## src/rtl/slug_pkg.sv

```systemverilog
// Shared types and constants for the SlugCross input path.
package slug_pkg;

    typedef enum logic [0:0] {SEQ_HOLD, SEQ_RUN} seq_state_t;

    localparam int unsigned NBTN = 5;

    // Button bit positions, {C,U,D,L,R} = [4:0]
    localparam int unsigned BTN_R = 0;
    localparam int unsigned BTN_L = 1;
    localparam int unsigned BTN_D = 2;
    localparam int unsigned BTN_U = 3;
    localparam int unsigned BTN_C = 4;

endpackage

```

## src/rtl/vbl_timeout_ctr.sv

```systemverilog
// Saturating cycle counter; hit flags that the count has reached LIMIT-1.
module vbl_timeout_ctr #(
    parameter int unsigned LIMIT = 2000000
) (
    input  logic clk_sys,
    input  logic reset_n,
    input  logic clr,
    input  logic en,
    output logic hit
);

    localparam int unsigned W = $clog2(LIMIT + 1);
    localparam logic [W-1:0] THR = W'(LIMIT - 1);

    logic [W-1:0] cnt;

    // NOTE: registered state uses non-blocking assignments so every flop
    // samples pre-edge values, independent of block evaluation order.
    always_ff @(posedge clk_sys or negedge reset_n) begin
        if (!reset_n) begin
            cnt <= '0;
        end else if (clr) begin
            cnt <= '0;
        end else if (en && (cnt != THR)) begin
            cnt <= cnt + W'(1);
        end
    end

    assign hit = (cnt == THR);

endmodule

```

## src/rtl/game_input_sequencer.sv

```systemverilog
// Owns the game core's reset, difficulty and buttons: frame-count reset hold,
// per-frame button latching with tap capture, and release on VBlank loss.
module game_input_sequencer #(
    parameter int unsigned RST_HOLD_FRAMES = 4,
    parameter int unsigned VBL_TIMEOUT     = 2000000,
    parameter int unsigned NBTN            = slug_pkg::NBTN
) (
    input  logic            clk_sys,
    input  logic            reset_n,
    input  logic            vblank,
    input  logic [NBTN-1:0] joy_in,
    input  logic [1:0]      diff_cfg,
    input  logic            soft_reset,
    output logic            game_rst,
    output logic [NBTN-1:0] btn_out,
    output logic [1:0]      diff_out,
    output logic [15:0]     frame_cnt,
    output logic            vbl_lost
);

    localparam logic [7:0] HOLD_LAST = 8'(RST_HOLD_FRAMES - 1);

    slug_pkg::seq_state_t state;
    logic                 vbl_q;
    logic                 vbl_rise;
    logic                 tmo_hit;
    logic                 tmo_clr;
    logic [7:0]           hold_cnt;
    logic [NBTN-1:0]      sticky;

    assign vbl_rise = vblank & ~vbl_q;
    assign tmo_clr  = (state == slug_pkg::SEQ_HOLD) || vbl_rise || soft_reset;

    vbl_timeout_ctr #(
        .LIMIT (VBL_TIMEOUT)
    ) u_tmo (
        .clk_sys (clk_sys),
        .reset_n (reset_n),
        .clr     (tmo_clr),
        .en      (state == slug_pkg::SEQ_RUN),
        .hit     (tmo_hit)
    );

    always_ff @(posedge clk_sys or negedge reset_n) begin
        if (!reset_n) begin
            vbl_q <= 1'b0;
        end else begin
            vbl_q <= vblank;
        end
    end

    always_ff @(posedge clk_sys or negedge reset_n) begin
        if (!reset_n) begin
            state     <= slug_pkg::SEQ_HOLD;
            game_rst  <= 1'b1;
            btn_out   <= '0;
            diff_out  <= 2'b00;
            frame_cnt <= 16'd0;
            vbl_lost  <= 1'b0;
            hold_cnt  <= 8'd0;
            sticky    <= '0;
        end else if (soft_reset) begin
            // Overrides any same-cycle VBlank edge: no latch, no hold count.
            state    <= slug_pkg::SEQ_HOLD;
            game_rst <= 1'b1;
            btn_out  <= '0;
            diff_out <= diff_cfg;
            vbl_lost <= 1'b0;
            hold_cnt <= 8'd0;
            sticky   <= '0;
        end else begin
            case (state)
                slug_pkg::SEQ_HOLD: begin
                    game_rst <= 1'b1;
                    btn_out  <= '0;
                    diff_out <= diff_cfg;
                    vbl_lost <= 1'b0;
                    sticky   <= '0;
                    if (vbl_rise) begin
                        if (hold_cnt == HOLD_LAST) begin
                            state    <= slug_pkg::SEQ_RUN;
                            game_rst <= 1'b0;
                            hold_cnt <= 8'd0;
                        end else begin
                            hold_cnt <= hold_cnt + 8'd1;
                        end
                    end
                end
                slug_pkg::SEQ_RUN: begin
                    if (diff_cfg != diff_out) begin
                        state    <= slug_pkg::SEQ_HOLD;
                        game_rst <= 1'b1;
                        btn_out  <= '0;
                        diff_out <= diff_cfg;
                        vbl_lost <= 1'b0;
                        hold_cnt <= 8'd0;
                        sticky   <= '0;
                    end else if (vbl_rise) begin
                        btn_out   <= sticky | joy_in;
                        sticky    <= '0;
                        frame_cnt <= frame_cnt + 16'd1;
                        vbl_lost  <= 1'b0;
                    end else if (tmo_hit) begin
                        // Frames stopped: drop everything until VBlank returns.
                        vbl_lost <= 1'b1;
                        btn_out  <= '0;
                        sticky   <= '0;
                    end else begin
                        sticky <= sticky | joy_in;
                    end
                end
                default: begin
                    state <= slug_pkg::SEQ_HOLD;
                end
            endcase
        end
    end

endmodule

```

## config.mk

```make
export PLATFORM = sky130hd
export DESIGN_NAME = game_input_sequencer
export DESIGN_NICKNAME = d
export VERILOG_FILES = /design/src/rtl/slug_pkg.sv /design/src/rtl/vbl_timeout_ctr.sv /design/src/rtl/game_input_sequencer.sv
export SDC_FILE = /design/constraint.sdc
export NUM_CORES = 1
export LEC_CHECK = 0
export BUFFER_PORTS_ARGS = -buffer_cell sky130_fd_sc_hd__buf_2
export CAP_MARGIN = 10
export CORE_AREA = 2 2 73 75
export DETAILED_ROUTE_END_ITERATION = 7
export DIE_AREA = 0 0 75 77
export PLACE_DENSITY_LB_ADDON = 0.15
export SLEW_MARGIN = 20
export SYNTH_ARGS = -nofsm -noshare
export SYNTH_HDL_FRONTEND = slang
export SYNTH_HIERARCHICAL = 1
export SYNTH_SLANG_ARGS = --single-unit
export TNS_END_PERCENT = 30
```

## constraint.sdc

```tcl
create_clock -name clk_sys -period 6.05 [get_ports clk_sys]
set_clock_uncertainty 0.15 [all_clocks]
set_input_delay 0.605 -clock clk_sys [delete_from_list [all_inputs] [get_ports clk_sys]]
set_output_delay 0.605 -clock clk_sys [all_outputs]
set_load 0.02 [all_outputs]
```

==> flow_metrics.py, run 1 <==
metrics = {
    "run_status": {
        "status": "finished, final reports clean",
    },
    "finish": {
        "final_layout_size_suffix_gt1_share_pct": 21.5,
        "synthToLayoutAreaGrowth_pct": 15.5,
        "layout_commonest_cell": "dfrtp_1",
        "final_cell_mix": "60 x dfrtp_1, 35 x buf_2, 31 x nor2_1",
        "diodes": 0,
        "fin_nets": 341,
    },
    "yosys": {
        "ys_types": 48,
        "yosysWarnings": 6,
        "synthCells": 288,
        "synth_seq_cells": 61,
        "synth_edf_count": 0,
        "synth_async_sr_flop_share_pct": 100,
        "synth_fp_nets": 303,
        "yosysSeqAreaShare_pct": 50.5,
        "synth_ff_type": "dfrtp_1",
        "netlist_area_um2": 3030,
        "avgSynthCellArea_um2": 10.5,
    },
    "clock_tree": {
        "ctsHoldBuffers": 0,
        "cts_buffer_depth": 2,
        "cts-root-buf": "clkbuf_8",
        "path_clk_slew_ns": 0.07,
        "ctsResizeCount": 0,
        "cts.htree.levels": 3,
        "cts_tree": "done",
        "cts_buffers": 9,
        "cts_setup_buffers": 0,
        "clock_sinks": 61,
        "clk_latency_ns": 0.34,
    },
    "worst_setup_path": {
        "path_buf_inv": 0,
        "reg2reg_setup_slack_ns": 3.66,
        "path_cells": "or4b_1, or3_4, o21ai_4, nor4_1, mux2_4",
        "r2r-start": "u_tmo/cnt[13]$_DFFE_PN0P_",
        "cp_top_family": "simple AND/OR/NAND/NOR gates",
        "endpoint_kind": "flop",
        "r2r_cells": 5,
        "critPathLaunchType": "flop",
        "critPathKind": "flop to flop",
        "slowest_delay_ns": 0.57,
        "cp_data_arrival_time_ns": 2.46,
        "crit_fanout": 13,
        "r2r_end": "u_tmo/cnt[12]$_DFFE_PN0P_",
        "cp_slowest_cell": "or4b_1",
        "required_ns": 6.12,
    },
    "placed_design": {
        "hpwlAfterDp_um": 3860,
        "post-place-ws_ns": 3.61,
        "place_congestion": 0.836,
        "portBuffers": 35,
    },
    "sta": {
        "final_max_slew_viol_count": 0,
        "tightest_slew_ns": 0.733,
        "hold_viol": 0,
        "grt_setup_unrepaired": "no",
        "setup-tns-final_ns": 0,
        "fin_ws_ns": 3.66,
        "slew_headroom_pct": 51.2,
        "fmax_mhz": 419,
        "period_share_pct": 39.5,
        "setup_viol": 0,
        "post-route-min-period_ns": 2.39,
        "hold_ws_ns": 0.246,
    },
    "floorplanning": {
        "die-area_um2": 5780,
        "io_pins": 36,
        "core_um2": 4980,
        "floorplan.initialDensity_pct": 60.8,
        "die_height_um": 77,
        "num_rows": 26,
        "die_x_um": 75,
    },
    "pwr": {
        "switchingPower_uw": 191,
        "peakVddDrop_mv": 0.188,
        "combPwrFrac_pct": 4.0,
        "leakage_uw": 0.00146,
        "p_int_uw": 708,
        "p_per_area_nw_per_um2": 257,
        "swShare_pct": 21.3,
        "p_clk_share_pct": 49.4,
        "pwr-share-seq_pct": 46.6,
    },
    "global_routing": {
        "grt_pass1_vias": 2171,
        "grt_max_degree": 62,
        "overflow": 0,
        "grt.total_usage_pct": 21.9,
        "grt_antenna_before_repair": 0,
        "grt_pass1_wl_um": 9680,
    },
    "routing": {
        "postRouteAntennaNets": 0,
        "drt_pre_antenna_iters": 4,
        "drt-total-wl_um": 5630,
        "viasPerCell": 5.62,
        "post_drt_wl_per_cell_um": 14.0,
        "drtIter0Drc": 111,
        "drc": 0,
        "num_vias": 2254,
    },
    "run": {
        "drv_cap": 0,
    },
    "worst_hold_path": {
        "hold_path_class": "primary input to asynchronous set/reset pin",
    },
}
==> Yosys cell counts (2+ instances only) <==
cell       count  share of area (%)
nand2_1       22                2.7
inv_1          3               0.37
nor2b_1        2               0.41
nor2_1        31                3.8
nor3_2         2               0.66
buf_6          2               0.74
o2bb2ai_1      5                1.4
nand3_1       19                3.1
or2_2          2               0.41
and3_1         4               0.83
clkbuf_1       6               0.74
nor4_1         8                1.7
xor2_1         9                2.6
a21oi_1       17                2.8
dfrtp_1       60                 50
o21ai_0        5               0.83
o31ai_1        7                1.7
or4_1          8                2.0
xor2_4         2                1.8
xnor2_1       19                5.5
nand4_1        9                1.9
or3_4          2               0.74
nand2b_1       2               0.41
or3_1          6                1.2
nor3_1         7                1.2
o21ai_1        2               0.33
nor3b_1        2               0.50
ha_1           4                1.7
nor4_4         2                1.4
==> power by group through the flow <==
stage / registers (uW) / logic (uW) / clock network (uW)
finish: 419 / 36.4 / 444
global route: 420 / 41.8 / 467
CTS: 419 / 37.5 / 449
detailed placement: 427 / 37.1 / 0
global placement: 426 / 36.9 / 0
floorplan: 426 / 20.8 / 0
==> layout make-up <==
class                      count  area (um^2)
tap                           70         87.6
sequential                    61         1530
inverter                       3         11.3
multi-input combinational    215         1440
clock buffer                  10          138
timing repair buffer          36          183
clock inverter                 6          110
fill                         381         1480
==> per-stage QoR <==
| stage | cells | instance area [um^2] | util [%] | power (uW) |
|---|---|---|---|---|
| floorplan | 288 | 3030 | - | 447 |
| global placement | 385 | 3250 | 65.3 | 463 |
| detailed placement | 385 | 3250 | 65.3 | 464 |
| CTS | 401 | 3500 | 70.2 | 906 |
| global route | 401 | 3500 | 70.2 | 928 |
| finish | 401 | 3500 | 70.2 | 899 |
==> state kept, by name, summed over array words and instances (netlist names) <==
name	flops
vbl_lost	1
u_tmo/cnt	21
hold_cnt	8
state	1
sticky	5
diff_out	2
btn_out	5
vbl_q	1
game_rst	1
frame_cnt	16
==> how the worst max path moves through the flow <==
stage                              start                         to  slack [ns]  cells after the start
3_5_place_dp                      vblank    hold_cnt[5]$_DFFE_PN0P_        3.61                      5
3_3_place_gp                      vblank    hold_cnt[5]$_DFFE_PN0P_        3.66                      5
6_report       u_tmo/cnt[13]$_DFFE_PN0P_  u_tmo/cnt[12]$_DFFE_PN0P_        3.66                      5
2_1_floorplan  u_tmo/cnt[13]$_DFFE_PN0P_  u_tmo/cnt[12]$_DFFE_PN0P_        3.95                      5
4_1_cts        u_tmo/cnt[13]$_DFFE_PN0P_  u_tmo/cnt[12]$_DFFE_PN0P_        3.66                      5
5_1_grt         u_tmo/cnt[0]$_DFFE_PN0P_        sticky[4]$_DFF_PN0_        3.54                      6
==> cell families (layout without fill, tap and decap cells) <==
logic type	after synthesis	after routing	synth area share, %
XOR/XNOR	30	30	9.92
AO/OA/AOI/OAI	41	41	9.01
AND/OR/NAND/NOR	137	137	25.7
adder cells (fa/ha/maj)	4	4	1.65
flip-flops	61	61	50.5
buffers and inverters	12	55	2.02
multiplexers	3	3	1.20
==> layer usage <==
layer  global-route usage, %  wire (um)
met1                    30.1       2670
met2                    31.9       2700
met3                    5.52        189
met4                    10.5         68
met5                       0          0
==> worst register-to-register path: cells and delay by family (launching register included) <==
family	cells	cell delay (ns)
simple gates	3	1.07
compound gates	1	0.31
mux	1	0.31
flops	1	0.44
(Power assumes the default switching activity.)
==> run 2: changes to the inputs <==
--- a/config.mk
+++ b/config.mk
@@ -5,11 +5,12 @@
 export SDC_FILE = /design/constraint.sdc
 export NUM_CORES = 1
 export LEC_CHECK = 0
+export ABC_AREA = 1
 export BUFFER_PORTS_ARGS = -buffer_cell sky130_fd_sc_hd__buf_2
 export CAP_MARGIN = 10
-export CORE_AREA = 2 2 73 75
+export CORE_AREA = 2 2 82 84
 export DETAILED_ROUTE_END_ITERATION = 7
-export DIE_AREA = 0 0 75 77
+export DIE_AREA = 0 0 84 86
 export PLACE_DENSITY_LB_ADDON = 0.15
 export SLEW_MARGIN = 20
 export SYNTH_ARGS = -nofsm -noshare
==> constraint.sdc (replaced) <==
create_clock -name clk_sys -period 2.4 [get_ports clk_sys]
set_clock_uncertainty 0.15 [all_clocks]
set_input_delay 0.24 -clock clk_sys [delete_from_list [all_inputs] [get_ports clk_sys]]
set_output_delay 0.24 -clock clk_sys [all_outputs]
set_load 0.02 [all_outputs]
==> run 2 against run 1 <==
Utilization down 4.7 points. Via count up 48%. Clock power up 110%. Combinational power rose to 3.5 times the previous value. Worst setup slack worse by 3.3 ns. Worst hold slack worse by 0.17 ns. Flip-flop and latch count unchanged. Non-clock buffer count up 11. Wire length up 38%. Total power up 140%. Final cell count up 61%. Critical path type is now primary input to flop.
==> flow_metrics.py, run 2 <==
metrics = {
    "routing": {
        "drt_pre_antenna_iters": 5,
        "num_vias": 3340,
        "wl_met1_um": 3740,
        "post_drt_wl_per_cell_um": 12.0,
        "route.met2.wl_um": 3570,
        "top_layer": "met4",
        "drc": 0,
        "wl_met3_um": 339,
        "postRouteAntennaNets": 0,
        "drt-total-wl_um": 7780,
        "drtIter0Drc": 191,
        "viasPerCell": 5.17,
    },
    "worst_setup_path": {
        "r2r-start": "state$_DFF_PN0_",
        "reg2reg_setup_slack_ns": 0.41,
        "endpoint_kind": "flop",
        "critPathLaunchType": "primary input",
        "required_ns": 2.48,
        "cp_data_arrival_time_ns": 2.10,
        "crit_fanout": 24,
        "critPathKind": "primary input to flop",
        "crit_start": "vblank",
    },
    "finish": {
        "synthToLayoutAreaGrowth_pct": 14.3,
        "diodes": 0,
        "final_util_pct": 65.5,
        "regArea_um2": 1530,
        "top_regs": "u_tmo/cnt (21), frame_cnt (16), hold_cnt (8)",
        "fin_nets": 579,
        "top_register": "u_tmo/cnt",
        "final_cell_mix": "181 x nand2_1, 80 x nor2_1, 60 x dfrtp_1",
        "multiInputGateArea_um2": 1760,
        "layout_commonest_cell": "nand2_1",
        "fill_cells": 550,
        "final_layout_size_suffix_gt1_share_pct": 12.7,
        "largest_reg_flops": 21,
    },
    "yosys": {
        "synth_ff_type": "dfrtp_1",
        "synth_top_area_share_pct": 41.7,
        "yosysMostFrequentCell": "nand2_1",
        "avgSynthCellArea_um2": 6.96,
        "yosysSeqAreaShare_pct": 42.5,
        "synthCells": 517,
        "yosysWarnings": 6,
        "synth_async_sr_flop_share_pct": 100,
        "ys_top_cells_by_area": "dfrtp_1 42%, nand2_1 19%, nor2_1 8.3%, nand3_1 5.8%, inv_1 5.7%",
        "ys_types": 31,
        "yosysTopAreaCell": "dfrtp_1",
        "synthTopCellsByCount": "181 x nand2_1, 80 x nor2_1, 60 x dfrtp_1, 55 x inv_1, 42 x nand3_1",
        "netlist_area_um2": 3600,
        "synth_seq_cells": 61,
        "synth_edf_count": 0,
        "synth_fp_nets": 532,
    },
    "clock_tree": {
        "cts_buffers": 9,
        "cts_tree": "done",
        "cts_buffer_depth": 2,
        "path_clk_slew_ns": 0.07,
        "cts-root-buf": "clkbuf_8",
        "cts_setup_buffers": 0,
        "cts.htree.levels": 3,
        "clock_sinks": 61,
        "clk_latency_ns": 0.34,
    },
    "worst_hold_path": {
        "hold_path_class": "primary input to flop",
        "hp-start": "soft_reset",
    },
    "floorplanning": {
        "die_x_um": 84,
        "die-area_um2": 7220,
        "io_pins": 36,
        "floorplan.initialDensity_pct": 57.3,
        "num_rows": 29,
        "die_height_um": 86,
        "core_um2": 6280,
    },
    "sta": {
        "period_share_pct": 84.3,
        "setup-tns-final_ns": 0,
        "setup_viol": 0,
        "tightest_slew_ns": 0.424,
        "slew_headroom_pct": 71.6,
        "grt_setup_unrepaired": "no",
        "final_max_slew_viol_count": 0,
        "post-route-min-period_ns": 2.02,
        "hold_viol": 0,
        "fmax_mhz": 494,
    },
    "run": {
        "drv_cap": 0,
    },
    "placed_design": {
        "hpwlAfterDp_um": 5480,
        "place_congestion": 0.894,
        "portBuffers": 35,
    },
    "pwr": {
        "leakage_uw": 0.00192,
        "p_clk_share_pct": 43.5,
        "swShare_pct": 25.5,
        "pwr-share-seq_pct": 50.4,
        "combPwrFrac_pct": 6.0,
        "p_int_uw": 1570,
        "peakVddDrop_mv": 0.457,
        "p_per_area_nw_per_um2": 514,
        "switchingPower_uw": 539,
    },
    "global_routing": {
        "grt_max_degree": 62,
        "grt_pass1_wl_um": 13800,
        "grt.total_usage_pct": 23.7,
        "grt_pass1_vias": 3045,
        "grt_antenna_before_repair": 0,
        "overflow": 0,
    },
    "run_status": {
        "status": "finished, final reports clean",
    },
}
==> run 2: stage by stage <==
stage | instance area (um^2) | cells | hold slack (ns) | total power, uW | setup WS [ns]
floorplan | 3600 | 517 | -0.206 | 1150 | 0.684
global placement | 3820 | 621 | 0.124 | 1200 | 0.494
detailed placement | 3820 | 621 | 0.123 | 1200 | 0.435
CTS | 4110 | 646 | 0.0573 | 2140 | 0.422
global route | 4110 | 646 | 0.0730 | 2210 | 0.223
finish | 4110 | 646 | 0.0804 | 2110 | 0.376
==> run 2: kinds of logic (layout without fill, tap and decap cells) <==
family	Yosys count	in the layout	synth area share, %
flops	61	61	42.5
buf+inv	72	124	8.69
compound gates	30	30	4.52
simple gates	340	340	40.5
xor+xnor	10	10	2.43
fa+ha+maj	4	4	1.39
==> run 2: layer usage <==
layer | track usage [%] | up-vias
met4 | 10.9 | 0
met2 | 37.2 | 84
met1 | 32.3 | 1529
li1 | - | 1715
met3 | 4.23 | 12
met5 | 0 | -
==> run 2: power by group through the flow <==
stage                     clock, uW  sequential, uW  combinational, uW
after floorplan                   0            1090               61.5
after global placement            0            1090                115
after detailed placement          0            1090                118
after CTS                       946            1070                130
after global routing            990            1070                149
final                           920            1070                127
==> run 2: area by class of cell <==
type | count | share of cell area, %
clock buffers | 9 | 3.01
clock inverters | 7 | 1.80
inverters | 61 | 5.63
multi-input cells | 384 | 42.8
flip-flops and latches | 61 | 37.2
well taps | 77 | 2.34
repair buffers | 47 | 7.30
==> run 2: worst max-delay path, stage by stage <==
cell and delay [ns]:
dlygate4sd3_1 0.53, buf_2 0.11, inv_1 0.05, nor2_4 0.14
inv_1 0.10, nand2_1 0.10, clkinv_1 0.12, nand2_4 0.25
clkinv_2 0.27, nand2_1 0.12, nand2_1 0.06
==> run 2: timing repair <==
action,CTS,global route
hold buffers,9,0
resized for setup,0,0
endpoints found under the hold margin,68,0
==> run 2: final timing paths <==
| check | to | cells after the start |
|---|---|---|
| min in group asynchronous | u_tmo/cnt[9]$_DFFE_PN0P_ | 3 |
| setup reg to reg | frame_cnt[4]$_DFFE_PN0P_ | 9 |
| setup / recovery | u_tmo/cnt[1]$_DFFE_PN0P_ | 11 |
| hold reg to reg | sticky[3]$_DFF_PN0_ | 2 |
| hold / removal | hold_cnt[7]$_DFFE_PN0P_ | 4 |
| max in group asynchronous | game_rst$_DFFE_PN1P_ | 3 |
